==> config.mk <==
export PLATFORM = sky130hd
export DESIGN_NAME = motors_ctrl_responder_flat
export DESIGN_NICKNAME = d
export VERILOG_FILES = /design/src/rtl/Servo_PKG.sv /design/src/rtl/motors_ctrl_pkg.sv /design/src/rtl/motors_ctrl_responder_if.sv /design/src/rtl/step_axis.sv /design/src/rtl/motors_ctrl_responder.sv /design/src/flat_wrapper.sv
export SDC_FILE = /design/constraint.sdc
export NUM_CORES = 1
export LEC_CHECK = 0
export CORE_ASPECT_RATIO = 1.4
export CORE_MARGIN = 8
export CORE_UTILIZATION = 61
export DETAILED_ROUTE_END_ITERATION = 12
export PLACE_DENSITY = 0.86
export SETUP_SLACK_MARGIN = 0.2
export SLEW_MARGIN = 10
export SYNTH_ARGS = -nofsm -noshare
export SYNTH_HDL_FRONTEND = slang
export SYNTH_SLANG_ARGS = --single-unit
==> constraint.sdc <==
create_clock -name clk -period 6.4 [get_ports clk]
set_input_delay 1.92 -clock clk [delete_from_list [all_inputs] [get_ports clk]]
set_output_delay 1.92 -clock clk [all_outputs]
set_load 0.1 [all_outputs]
==> src/rtl/Servo_PKG.sv <==
// Servo_PKG: servo position type shared by the servo PWM and its command sources.
package Servo_PKG;
  typedef enum logic {SERVO_POS_UP = 1'b0, SERVO_POS_DOWN = 1'b1} servo_pos_t;
endpackage

==> src/rtl/motors_ctrl_pkg.sv <==
// motors_ctrl_pkg: FSM states, default tick constants and abs/direction helpers for motors_ctrl_responder.
package motors_ctrl_pkg;
  typedef enum logic [1:0] {IDLE, SERVO, STEP, FINISH} state_t;
  localparam int DEF_PULSE_HIGH_TICKS = 2;
  localparam int DEF_PULSE_LOW_TICKS = 2;
  localparam int DEF_SERVO_SETTLE_TICKS = 1000;
  function automatic logic [63:0] abs_count(input logic signed [63:0] v);
    return v[63] ? 64'(-v) : 64'(v);
  endfunction
  function automatic logic dir_of(input logic signed [63:0] v);
    return v[63];
  endfunction
endpackage

==> src/rtl/motors_ctrl_responder_if.sv <==
// motors_ctrl_responder_if: MotorsCtrl_IF request/completion handshake.
// Defining MOTORS_CTRL_ABORT_EN adds the abort request line.
interface motors_ctrl_responder_if #(parameter int PULSE_NUM_WIDTH = 16);
  logic trigger;
  logic signed [PULSE_NUM_WIDTH-1:0] pulse_num_x;
  logic signed [PULSE_NUM_WIDTH-1:0] pulse_num_y;
  Servo_PKG::servo_pos_t servo_pos;
  logic rdy;
  logic done;
`ifdef MOTORS_CTRL_ABORT_EN
  logic abort;
  modport master(output trigger, pulse_num_x, pulse_num_y, servo_pos, abort, input rdy, done);
  modport slave(input trigger, pulse_num_x, pulse_num_y, servo_pos, abort, output rdy, done);
`else
  modport master(output trigger, pulse_num_x, pulse_num_y, servo_pos, input rdy, done);
  modport slave(input trigger, pulse_num_x, pulse_num_y, servo_pos, output rdy, done);
`endif
endinterface

==> src/rtl/step_axis.sv <==
// step_axis: per-axis remaining pulse counter and step level, paced by the shared phase strobes.
module step_axis #(parameter int W = 16) (
  input  logic         clk,
  input  logic         reset,
  input  logic         load,
  input  logic         clear,
  input  logic [W-1:0] count,
  input  logic         tick,
  input  logic         high_phase,
  input  logic         period_end,
  output logic [W-1:0] remaining,
  output logic         step
);
  always_ff @(posedge clk or posedge reset)
    if (reset) begin
      remaining <= '0;
      step <= 1'b0;
    end else if (load || clear) begin
      remaining <= load ? count : '0;
      step <= 1'b0;
    end else if (tick) begin
      step <= high_phase && remaining != '0;
      if (period_end && remaining != '0) remaining <= remaining - 1'b1;
    end
endmodule

==> src/rtl/motors_ctrl_responder.sv <==
// motors_ctrl_responder: motors-side MotorsCtrl_IF responder driving two step/dir axes and the servo position.
// Define MOTORS_CTRL_ABORT_EN to honour the interface abort line during SERVO/STEP.
module motors_ctrl_responder
  import motors_ctrl_pkg::*, Servo_PKG::*;
#(
  parameter int PULSE_NUM_WIDTH    = 16,
  parameter int PULSE_HIGH_TICKS   = DEF_PULSE_HIGH_TICKS,
  parameter int PULSE_LOW_TICKS    = DEF_PULSE_LOW_TICKS,
  parameter int SERVO_SETTLE_TICKS = DEF_SERVO_SETTLE_TICKS
) (
  input  logic                   clk,
  input  logic                   reset,
  input  logic                   clk_en,
  motors_ctrl_responder_if.slave ifc,
  output logic                   step_x,
  output logic                   step_y,
  output logic                   dir_x,
  output logic                   dir_y,
  output servo_pos_t             servo_out
);
  localparam int PERIOD = PULSE_HIGH_TICKS + PULSE_LOW_TICKS;
  localparam int TW = $clog2(PERIOD + 1);
  localparam int SW = $clog2(SERVO_SETTLE_TICKS + 1);
  state_t state;
  logic [TW-1:0] phase;
  logic [SW-1:0] settle;
  servo_pos_t servo_lat;
  logic [PULSE_NUM_WIDTH-1:0] rem_x, rem_y;
  logic accept, abort_hit, tick, high_phase, period_end, moving, last, settled;
  always_comb begin
    accept = state == IDLE && ifc.rdy && ifc.trigger;
    tick = state == STEP && clk_en;
    high_phase = phase < TW'(PULSE_HIGH_TICKS);
    period_end = phase == TW'(PERIOD - 1);
    moving = rem_x != '0 || rem_y != '0;
    last = rem_x <= PULSE_NUM_WIDTH'(1) && rem_y <= PULSE_NUM_WIDTH'(1);
    settled = settle == SW'(SERVO_SETTLE_TICKS - 1);
`ifdef MOTORS_CTRL_ABORT_EN
    abort_hit = ifc.abort && (state == SERVO || state == STEP);
`else
    abort_hit = 1'b0;
`endif
  end
  step_axis #(.W(PULSE_NUM_WIDTH)) u_x (
    .clk, .reset, .load(accept), .clear(abort_hit),
    .count(PULSE_NUM_WIDTH'(abs_count(64'(ifc.pulse_num_x)))),
    .tick, .high_phase, .period_end, .remaining(rem_x), .step(step_x)
  );
  step_axis #(.W(PULSE_NUM_WIDTH)) u_y (
    .clk, .reset, .load(accept), .clear(abort_hit),
    .count(PULSE_NUM_WIDTH'(abs_count(64'(ifc.pulse_num_y)))),
    .tick, .high_phase, .period_end, .remaining(rem_y), .step(step_y)
  );
  // IDLE with rdy low is the decision cycle after acceptance, giving the 2-cycle zero-move latency
  always_ff @(posedge clk or posedge reset)
    if (reset) begin
      state <= IDLE;
      ifc.rdy <= 1'b1;
      ifc.done <= 1'b0;
      dir_x <= 1'b0;
      dir_y <= 1'b0;
      servo_out <= SERVO_POS_UP;
      servo_lat <= SERVO_POS_UP;
      phase <= '0;
      settle <= '0;
    end else begin
      ifc.done <= 1'b0;
      if (abort_hit) begin
        state <= FINISH;
        ifc.done <= 1'b1;
      end else
        case (state)
          IDLE:
            if (accept) begin
              ifc.rdy <= 1'b0;
              dir_x <= dir_of(64'(ifc.pulse_num_x));
              dir_y <= dir_of(64'(ifc.pulse_num_y));
              servo_lat <= ifc.servo_pos;
            end else if (!ifc.rdy) begin
              state <= servo_lat != servo_out ? SERVO : moving ? STEP : FINISH;
              ifc.done <= servo_lat == servo_out && !moving;
              servo_out <= servo_lat;
              settle <= '0;
              phase <= '0;
            end
          SERVO:
            if (clk_en) begin
              settle <= settle + 1'b1;
              if (settled) begin
                state <= moving ? STEP : FINISH;
                ifc.done <= !moving;
              end
            end
          STEP:
            if (clk_en) begin
              phase <= period_end ? '0 : phase + 1'b1;
              if (period_end && last) begin
                state <= FINISH;
                ifc.done <= 1'b1;
              end
            end
          default: begin
            state <= IDLE;
            ifc.rdy <= 1'b1;
          end
        endcase
    end
endmodule

==> src/flat_wrapper.sv <==
// flat-port wrapper written by rule: the top's interface ports become plain ports
module motors_ctrl_responder_flat import motors_ctrl_pkg::*, Servo_PKG::*;
#(
  parameter int PULSE_NUM_WIDTH    = 16,
  parameter int PULSE_HIGH_TICKS   = DEF_PULSE_HIGH_TICKS,
  parameter int PULSE_LOW_TICKS    = DEF_PULSE_LOW_TICKS,
  parameter int SERVO_SETTLE_TICKS = DEF_SERVO_SETTLE_TICKS
)
  (clk, reset, clk_en, step_x, step_y, dir_x, dir_y, servo_out, ifc_trigger, ifc_pulse_num_x, ifc_pulse_num_y, ifc_servo_pos, ifc_rdy, ifc_done);
  motors_ctrl_responder_if #(.PULSE_NUM_WIDTH(PULSE_NUM_WIDTH)) ifc_i ();
  input  logic clk;
  input  logic reset;
  input  logic clk_en;
  output logic step_x;
  output logic step_y;
  output logic dir_x;
  output logic dir_y;
  output servo_pos_t servo_out;
  input wire logic [$bits(ifc_i.trigger)-1:0] ifc_trigger;
  input wire logic [$bits(ifc_i.pulse_num_x)-1:0] ifc_pulse_num_x;
  input wire logic [$bits(ifc_i.pulse_num_y)-1:0] ifc_pulse_num_y;
  input wire logic [$bits(ifc_i.servo_pos)-1:0] ifc_servo_pos;
  output wire logic [$bits(ifc_i.rdy)-1:0] ifc_rdy;
  output wire logic [$bits(ifc_i.done)-1:0] ifc_done;
  assign ifc_i.trigger = ifc_trigger;
  assign ifc_i.pulse_num_x = ifc_pulse_num_x;
  assign ifc_i.pulse_num_y = ifc_pulse_num_y;
  assign ifc_i.servo_pos = ifc_servo_pos;
  assign ifc_rdy = ifc_i.rdy;
  assign ifc_done = ifc_i.done;
  motors_ctrl_responder #(.PULSE_NUM_WIDTH(PULSE_NUM_WIDTH), .PULSE_HIGH_TICKS(PULSE_HIGH_TICKS), .PULSE_LOW_TICKS(PULSE_LOW_TICKS), .SERVO_SETTLE_TICKS(SERVO_SETTLE_TICKS)) u_core (.clk(clk), .reset(reset), .clk_en(clk_en), .ifc(ifc_i), .step_x(step_x), .step_y(step_y), .dir_x(dir_x), .dir_y(dir_y), .servo_out(servo_out));
endmodule
==> run_results.csv, run 1 <==
group,metric,value,unit
critical_path,path_delay_family,"buffers and inverters",
route,drtAntennaViolNets,0,
grt,grt_overflow_total,0,
cts,post_cts_resized,0,
critical_path,crit_chain,"clkdlybuf4s50_1",
cts,clkTransAtPathRegs,0.10,ns
timing,fmax,0.2543,GHz
logic_synthesis,synth-seq-area-share,0.3572,
route,viasPerCell,6.221,
die,io-pin-count,44,
route,vias,3328,
cts,post-cts-setup-buffers,0,
cts,cts_root_buf,"clkbuf_8",
power_and_ir_drop,seqPwrFrac,0.389,
placement,io_buffers,43,
grt,antenna_found_initial,0,
timing,timing.hold.ws,0.5068,ns
hold_path,hp-class,"reg2reg",
route,wl_per_cell,16.40,um
timing,fin_setup_tns,0,ns
timing,rsz0062_at_grt,"false",
route,drtIter0Drc,230,
critical_path,worstPathArrival,2.01,ns
die,coreArea,0.006168,mm^2
cts,htree_levels,2,
route,routed_wl,8773,um
grt,grt_pass1_vias,3315,
die,die_x,83.20,um
cts,cts.sinks,55,
grt,grt_usage,0.1921,
critical_path,path_max_fanout,5,
timing,fin_crit_sh,0.6145,
cts,cts_hold_buf,0,
logic_synthesis,synthesis.nets,477,
logic_synthesis,synth_cell_types,53,
critical_path,cp_num_buf_inv,1,
die,initial_utilization,0.6252,
critical_path,cp_slowest_stage_delay,1.13,ns
timing,timing.final.hold_violations,0,
timing,tightest_slew,0.9763,ns
timing,setup_viol,0,
power_and_ir_drop,switching_power,760.9,uW
timing,drv_slew,0,
die,rows,34,
timing,skew,0.007991,ns
layout,final_layout_size_suffix_gt1_frac,0.06263,
grt,grt_max_degree,43,
logic_synthesis,synth-edff-count,0,
layout,nNetsFinal,513,
placement,gp_congestion,0.8682,
critical_path,required,4.48,ns
cts,cts_buffer_depth,2,
logic_synthesis,ys_async_sr_fraction,1.000,
route,drc,0,
placement,post-dp-hpwl,6661,um
timing,fin_crit,3.933,ns
logic_synthesis,syn_inst,426,
layout,antenna_cells,0,
run,cap_violations,0,
power_and_ir_drop,pwr-share-clk,0.125,
critical_path,crit_path_start_kind,"flop",
power_and_ir_drop,vdd_drop_max,0.2950,mV
power_and_ir_drop,p_per_area,368.9,mW/mm^2
cts,clk_latency,0.31,ns
layout,fillers,456,
layout,syn_to_final_growth,14.57,%
die,dieArea,0.009158,mm^2
logic_synthesis,synth_area,0.003856,mm^2
power_and_ir_drop,internal_power,868.7,uW
critical_path,crit_type,"reg2out",
power_and_ir_drop,p_comb_frac,0.486,
power_and_ir_drop,p_sw_frac,0.4669,
logic_synthesis,ys_dominant_reg_cell,"dfrtp_1",
cts,cts_inserted_buffers,5,
critical_path,critPathSlowestCell,"clkdlybuf4s50_1",
grt,grt_pass1_wl,15100,um
logic_synthesis,synth_seq_cells,55,
logic_synthesis,ys.warnings.count,0,
outcome,outcome,"finished, final reports clean",
critical_path,worstSetupEndpointType,"primary output",
power_and_ir_drop,p_leak,1.820,nW
die,dieHeight,110.1,um
cts,cts_tree,"yes",
timing,max_slew_margin,0.3471,
logic_synthesis,syn-mean-instance-area,9.052,um^2
route,drtPass1Iterations,4,
-- routing by layer --
layer  GRT usage  vias to the layer above  wire, um
met5           0                        -         0
met4     0.07053                        0       157
met3     0.02794                       13       373
met2      0.3532                       94      4609
met1      0.2218                     1599      3632
li1            -                     1622         -
-- tightest hold or removal path: cells and delay by family, from the launching register on --
| kind | cells | cell delay [ns] |
|---|---|---|
| compound gates | 1 | 0.06 |
| flops | 1 | 0.36 |
| simple gates | 1 | 0.05 |
-- Yosys cell counts (2+ instances only) --
cell,instances,area [um^2]
mux2_2,3,33.78
nor4_1,9,56.30
clkbuf_1,11,41.29
nand2b_1,6,37.54
nor2_1,34,127.6
buf_2,3,15.01
o41ai_1,3,26.28
nor4_2,3,37.54
or4_1,5,37.54
or4_4,3,33.78
nor3b_1,6,45.04
and4_1,2,17.52
xor2_1,45,394.1
inv_1,19,71.32
o31ai_1,8,60.06
o211ai_1,5,37.54
nand3_1,11,55.05
a21oi_1,11,55.05
nor3_1,10,50.05
nand4b_1,4,35.03
or3_1,6,37.54
ha_1,14,175.2
nor4_4,2,42.54
nand2_1,38,142.6
a31oi_1,5,31.28
mux2i_1,20,200.2
dfrtp_1,54,1351
xnor2_1,12,105.1
a22oi_1,3,22.52
o21ai_0,27,135.1
nand4_1,22,137.6
-- area by class of cell --
class	count	area (um^2)	share of cell area
Timing Repair Buffer	46	452.9	0.1025
Inverter	19	71.32	0.01614
Sequential cell	55	1378	0.3118
Clock inverter	1	8.758	0.001982
Tap cell	72	90.09	0.02039
Multi-Input combinational cell	335	2331	0.5276
Clock buffer	7	86.33	0.01954
-- cells in the final DEF, fill, tap and decap left out, types with 2 or more instances in the layout --
| cell | instances |
|---|---|
| nand4_1 | 22 |
| a22oi_1 | 3 |
| o41ai_1 | 3 |
| nor4_1 | 9 |
| nand2_1 | 38 |
| xnor2_1 | 12 |
| o21ai_0 | 27 |
| mux2_2 | 3 |
| nor4_4 | 2 |
| a21oi_1 | 11 |
| or4_1 | 5 |
| nor2_1 | 33 |
| or3_1 | 6 |
| dfrtp_1 | 54 |
| clkbuf_8 | 6 |
| or4_4 | 3 |
| mux2i_1 | 20 |
| a31oi_1 | 5 |
| nand3_1 | 11 |
| o211ai_1 | 5 |
| xor2_1 | 45 |
| buf_4 | 3 |
| nor4_2 | 3 |
| nand2b_1 | 6 |
| inv_1 | 18 |
| o31ai_1 | 8 |
| and4_1 | 2 |
| clkdlybuf4s50_1 | 43 |
| nand4b_1 | 4 |
| nor3_1 | 10 |
| ha_1 | 14 |
| nor3b_1 | 6 |
-- registers in the layout, summed over array words and instances, names as in the netlist, 2 cells and up --
name / flops
u_core.u_x.remaining: 16
u_core.u_y.remaining: 16
u_core.settle: 10
u_core.phase: 3
u_core.state: 2
-- per-stage QoR --
step	total power, mW	worst slack [ns]	cells	cell area (um^2)	util
2_1_floorplan	1.224	3.101	426	3856	-
3_3_place_gp	1.387	2.269	527	4323	0.7008
3_5_place_dp	1.422	2.178	527	4323	0.7008
4_1_cts	1.628	2.460	535	4418	0.7162
5_1_grt	1.746	2.345	535	4418	0.7162
6_report	1.630	2.467	535	4418	0.7162
-- final timing paths --
kind / start / to / slack, ns / cells past startpoint
setup / recovery: u_core.ifc.rdy / ifc_rdy / 2.47 / 1
hold / removal: u_core.dir_x / u_core.dir_x / 0.51 / 2
setup reg to reg: u_core.state[0] / u_core.u_y.remaining[15] / 3.70 / 6
hold reg to reg: u_core.dir_x / u_core.dir_x / 0.51 / 2
max in group asynchronous: reset / u_core.u_x.remaining[0] / 3.70 / 3
min in group asynchronous: reset / u_core.servo_lat / 1.87 / 2
-- power groups by stage --
stage / clock, mW / sequential (mW) / combinational (mW)
6_report: 0.204 / 0.634 / 0.791
4_1_cts: 0.207 / 0.632 / 0.789
5_1_grt: 0.220 / 0.656 / 0.870
3_3_place_gp: 0 / 0.630 / 0.757
2_1_floorplan: 0 / 0.732 / 0.492
3_5_place_dp: 0 / 0.638 / 0.785
-- cell families after synthesis --
logic type	after synthesis	share of synthesized area
AOI/OAI and AO/OA	71	0.1152
xor gates and xnor gates	57	0.1295
adders and majority gates	14	0.04543
buffers and inverters	36	0.03893
DFF	55	0.3572
muxes	23	0.06067
and+or+nand+nor	170	0.2531
No activity file was read; power rests on OpenSTA's default activity.
==> run 2: changes to the inputs <==
--- a/config.mk
+++ b/config.mk
@@ -7,9 +7,9 @@
 export LEC_CHECK = 0
 export CORE_ASPECT_RATIO = 1.4
 export CORE_MARGIN = 8
-export CORE_UTILIZATION = 61
+export CORE_UTILIZATION = 51
 export DETAILED_ROUTE_END_ITERATION = 12
-export PLACE_DENSITY = 0.86
+export PLACE_DENSITY = 0.76
 export SETUP_SLACK_MARGIN = 0.2
 export SLEW_MARGIN = 10
 export SYNTH_ARGS = -nofsm -noshare
==> constraint.sdc (replaced) <==
create_clock -name clk -period 3.6 [get_ports clk]
set_input_delay 1.08 -clock clk [delete_from_list [all_inputs] [get_ports clk]]
set_output_delay 1.08 -clock clk [all_outputs]
set_load 0.1 [all_outputs]
==> run_results.csv, run 2 (synthesized netlist as in run 1, its figures left out) <==
group,metric,value,unit
die,initial_utilization,0.5239,
die,dieArea,0.01064,mm^2
die,die_x,89.49,um
layout,nNetsFinal,517,
hold_path,hold_path_startpoint,"u_core.dir_y",
die,io-pin-count,44,
cts,cts_buffer_depth,2,
power_and_ir_drop,p_comb_frac,0.486,
power_and_ir_drop,pwr-share-clk,0.125,
die,coreArea,0.007361,mm^2
die,rows,37,
critical_path,worstSetupEndpointType,"flop",
run,cap_violations,0,
critical_path,cp-startpoint,"ifc_pulse_num_y[2]",
timing,fmax,0.3520,GHz
placement,post-place-ws,0.4900,ns
power_and_ir_drop,vdd_drop_max,0.4627,mV
timing,fin_crit_sh,0.7891,
critical_path,r2r-start,"u_core.u_y.remaining[8]",
timing,skew,0.01168,ns
grt,antenna_found_initial,0,
layout,syn_to_final_growth,15.70,%
outcome,outcome,"finished, final reports clean",
cts,cts_tree,"yes",
power_and_ir_drop,p_sw_frac,0.4681,
cts,cts_root_buf,"clkbuf_8",
cts,clk_latency,0.31,ns
grt,grt_usage,0.1757,
layout,multi_input_area,0.002331,mm^2
route,wl_per_cell,15.78,um
grt,grt_pass1_wl,15380,um
layout,fillers,654,
timing,setup_viol,0,
layout,final_common_cell,"dfrtp_1",
route,drtAntennaViolNets,0,
cts,htree_levels,2,
timing,tightest_slew,0.9424,ns
grt,grt_max_degree,47,
grt,grt_pass1_vias,3417,
layout,reg_top3,"u_core.u_x.remaining x16, u_core.u_y.remaining x16, u_core.settle x10",
critical_path,path_max_fanout,5,
timing,timing.final.hold_violations,0,
layout,seqCellArea,0.001378,mm^2
layout,layout_common_cells,"dfrtp_1, xor2_1, nand2_1",
hold_path,hp-class,"reg2reg",
critical_path,required,3.79,ns
grt,grt_overflow_total,0,
route,vias,3311,
die,dieHeight,118.9,um
power_and_ir_drop,seqPwrFrac,0.389,
timing,rsz0062_at_grt,"false",
critical_path,worstPathArrival,3.03,ns
timing,setup_ws,0.7592,ns
timing,fin_setup_tns,0,ns
cts,cts_inserted_buffers,5,
route,routed_wl,8898,um
power_and_ir_drop,internal_power,1.548,mW
timing,drv_slew,0,
cts,cts_hold_buf,0,
cts,clkTransAtPathRegs,0.10,ns
route,drc,0,
route,drtIter0Drc,161,
route,viasPerCell,5.871,
critical_path,crit_path_start_kind,"primary input",
power_and_ir_drop,p_leak,1.849,nW
timing,fin_crit,2.841,ns
cts,cts.sinks,55,
cts,post_cts_resized,0,
placement,gp_congestion,0.8297,
route,drtPass1Iterations,5,
power_and_ir_drop,p_per_area,652.2,mW/mm^2
placement,io_buffers,43,
timing,max_slew_margin,0.3708,
power_and_ir_drop,switching_power,1.362,mW
placement,post-dp-hpwl,6819,um
layout,final_layout_size_suffix_gt1_frac,0.08565,
cts,post-cts-setup-buffers,0,
critical_path,crit_type,"in2reg",
layout,antenna_cells,0,
run 2: cell types whose count changed in the layout (fill, tap and decap cells not counted):
| cell | change |
|---|---|
| buf_4 | +11 |
| clkdlybuf4s50_1 | -7 |
run 2: worst paths after layout:
kind / to / slack [ns] / cells past startpoint
setup / recovery: u_core.u_y.remaining[11] / 0.76 / 6
hold / removal: u_core.dir_y / 0.50 / 2
hold reg to reg: u_core.dir_y / 0.50 / 2
min in group asynchronous: u_core.u_y.remaining[12] / 1.29 / 2
max in group asynchronous: u_core.u_x.remaining[8] / 1.63 / 3
setup reg to reg: u_core.state[0] / 1.09 / 5
run 2: final cells by class:
class,instances,share of cell area
timing repair buffer,50,0.1043
inverter,19,0.01598
sequential,55,0.3087
multi-input combinational,335,0.5224
clock buffer,7,0.01935
tap,97,0.02720
clock inverter,1,0.001963
run 2: through the flow:
stage	util	hold slack [ns]	instance area, um^2	cells	power (mW)
floorplan	-	0.4761	3856	426	2.177
global placement	0.5932	0.4680	4367	556	2.488
detailed placement	0.5932	0.4823	4367	556	2.549
CTS	0.6062	0.5047	4462	564	2.916
global route	0.6062	0.5360	4462	564	3.127
finish	0.6062	0.4961	4462	564	2.910
run 2: routing by layer:
layer  global-route usage  vias up  part of all wire
met2               0.3172       68              0.54
met1               0.2034     1614              0.41
li1                     -     1619                 -
met3              0.02340       10             0.033
met5                    0        -                 0
met4              0.05643        0             0.015
run 2: power groups by stage:
stage	Sequential, mW	Clock [mW]	Combinational [mW]
floorplan	1.30	0	0.875
global placement	1.13	0	1.36
detailed placement	1.14	0	1.41
CTS	1.13	0.370	1.42
global route	1.17	0.394	1.56
finish	1.13	0.364	1.41
run 2: worst max-delay path, cell delays in order:
cell and delay, ns:
clkdlybuf4s50_1 0.49, nor4_1 0.57, nand4b_1 0.28, o21ai_0 0.26, xor2_1 0.25, a21oi_1 0.10
==> run 3: changes to the inputs <==
--- a/config.mk
+++ b/config.mk
@@ -7,9 +7,9 @@
 export LEC_CHECK = 0
 export CORE_ASPECT_RATIO = 1.4
 export CORE_MARGIN = 8
-export CORE_UTILIZATION = 51
+export CORE_UTILIZATION = 57
 export DETAILED_ROUTE_END_ITERATION = 12
-export PLACE_DENSITY = 0.76
+export PLACE_DENSITY = 0.81
 export SETUP_SLACK_MARGIN = 0.2
 export SLEW_MARGIN = 10
 export SYNTH_ARGS = -nofsm -noshare
==> constraint.sdc (replaced) <==
create_clock -name clk -period 2.8 [get_ports clk]
set_input_delay 0.84 -clock clk [delete_from_list [all_inputs] [get_ports clk]]
set_output_delay 0.84 -clock clk [all_outputs]
set_load 0.1 [all_outputs]
==> run_results.csv, run 3 (synthesized netlist as in run 1, its figures left out) <==
group,metric,value,unit
outcome,outcome,"finished, final reports clean",
route,drtAntennaViolNets,0,
timing,drv_slew,0,
cts,clkTransAtPathRegs,0.10,ns
timing,fmax,0.4007,GHz
route,viasPerCell,6.016,
layout,antenna_cells,0,
cts,cts.sinks,55,
power_and_ir_drop,vdd_drop_max,0.5037,mV
layout,layout_common_cells,"dfrtp_1, xor2_1, nand2_1",
hold_path,hold_path_startpoint,"u_core.dir_x",
timing,tightest_slew,0.5681,ns
die,io-pin-count,44,
critical_path,path_delay_family,"simple AND/OR/NAND/NOR gates",
layout,final_common_cell,"dfrtp_1",
layout,nNetsFinal,533,
grt,antenna_found_initial,0,
critical_path,r2r-start,"u_core.state[0]",
critical_path,crit_path_start_kind,"primary input",
grt,grt_pass1_wl,15070,um
placement,place_area,0.004483,mm^2
layout,final_util,0.6964,
layout,final_layout_size_suffix_gt1_frac,0.1180,
critical_path,worstSetupEndpointType,"flop",
critical_path,crit_type,"in2reg",
cts,cts_inserted_buffers,5,
die,rows,35,
critical_path,critPathSlowestCell,"or4_4",
critical_path,path_max_fanout,4,
layout,reg_top3,"u_core.u_x.remaining x16, u_core.u_y.remaining x16, u_core.settle x10",
cts,clk_latency,0.31,ns
placement,io_buffers,43,
cts,htree_levels,2,
timing,skew,0.006528,ns
timing,fin_crit,2.496,ns
timing,rsz0062_at_grt,"false",
die,die_x,85.52,um
route,routed_wl,8886,um
grt,grt_pass1_vias,3390,
critical_path,worstPathArrival,2.69,ns
timing,setup_viol,0,
die,dieArea,0.009691,mm^2
route,vias,3351,
critical_path,cp-startpoint,"ifc_pulse_num_y[9]",
die,dieHeight,113.3,um
timing,timing.final.hold_violations,0,
cts,post-cts-setup-buffers,0,
power_and_ir_drop,p_leak,1.927,nW
route,drtPass1Iterations,4,
route,wl_per_cell,15.95,um
critical_path,crit_chain,"clkdlybuf4s50_1 -> or4_4 -> nand4b_1 -> o41ai_2 -> xor2_1 -> mux2i_1",
critical_path,cp_num_buf_inv,1,
layout,design_area,0.004574,mm^2
critical_path,cp_slowest_stage_delay,0.58,ns
run,cap_violations,0,
critical_path,required,3.00,ns
timing,fin_crit_sh,0.8914,
power_and_ir_drop,p_per_area,819.5,mW/mm^2
route,drc,0,
cts,cts_buffer_depth,2,
layout,fillers,536,
placement,post-dp-hpwl,6871,um
die,coreArea,0.006569,mm^2
placement,gp_congestion,0.8520,
layout,multi_input_area,0.002337,mm^2
cts,cts_tree,"yes",
grt,grt_usage,0.1855,
layout,syn_to_final_growth,18.62,%
cts,cts_root_buf,"clkbuf_8",
route,drtIter0Drc,159,
cts,cts_hold_buf,0,
grt,grt_overflow_total,0,
power_and_ir_drop,p_total,3.749,mW
die,initial_utilization,0.5870,
hold_path,hp-class,"reg2reg",
grt,grt_max_degree,56,
layout,seqCellArea,0.001378,mm^2
timing,max_slew_margin,0.6178,
[run 3: path summary, 6_finish.rpt]
| kind | to | slack [ns] | cells past startpoint |
|---|---|---|---|
| min | u_core.dir_x | 0.50 | 2 |
| min in group asynchronous | u_core.u_y.remaining[13] | 0.88 | 3 |
| min reg2reg | u_core.dir_x | 0.50 | 2 |
| max in group asynchronous | u_core.ifc.rdy | 1.63 | 3 |
| max | u_core.u_y.remaining[13] | 0.30 | 6 |
| max reg2reg | u_core.settle[7] | 0.58 | 7 |
[run 3: power breakdown]
group	switching [mW]	internal [mW]	total, mW
logic	1.14	0.716	1.85
registers	0.365	1.10	1.47
clock network	0.255	0.176	0.431
[run 3: timing repair]
| action | in CTS | in global routing |
|---|---|---|
| hold endpoints to repair | 0 | 0 |
| resized for setup | 0 | 1 |
| endpoints found under the setup margin | 0 | 1 |
[run 3: cell type report]
| type | instances | share of cell area |
|---|---|---|
| multi-input combinational | 335 | 0.5109 |
| inverter | 19 | 0.01559 |
| clock inverter | 2 | 0.002735 |
| clock buffer | 6 | 0.01586 |
| timing repair buffer | 66 | 0.1335 |
| tap | 74 | 0.02024 |
| sequential | 55 | 0.3011 |
[run 3: per-stage QoR]
stage | setup WS (ns) | hold WS, ns | cells | setup TNS [ns]
finish | 0.3041 | 0.5001 | 557 | 0
global route | 0.2067 | 0.5459 | 557 | 0
CTS | 0.3129 | 0.5090 | 557 | 0
detailed placement | -0.02866 | 0.4831 | 549 | -0.02866
global placement | 0.1043 | 0.4777 | 549 | 0
floorplan | 0.5806 | 0.4761 | 426 | 0
[run 3: worst register-to-register path, delay by kind of cell (launching register included)]
family,cells,cell delay [ns]
adder cells (fa/ha/maj),1,0.31
AND/OR/NAND/NOR,3,1.06
buffers and inverters,1,0.08
AO/OA/AOI/OAI,2,0.30
flip-flops,1,0.41
[run 3: routing by layer]
| layer | share of wire | vias to the layer above | track usage | routed length, um |
|---|---|---|---|---|
| li1 | - | 1647 | - | - |
| met1 | 0.42 | 1636 | 0.2072 | 3776 |
| met2 | 0.54 | 60 | 0.3432 | 4764 |
| met3 | 0.026 | 8 | 0.02321 | 231 |
| met4 | 0.013 | 0 | 0.07277 | 114 |
| met5 | 0 | - | 0 | 0 |
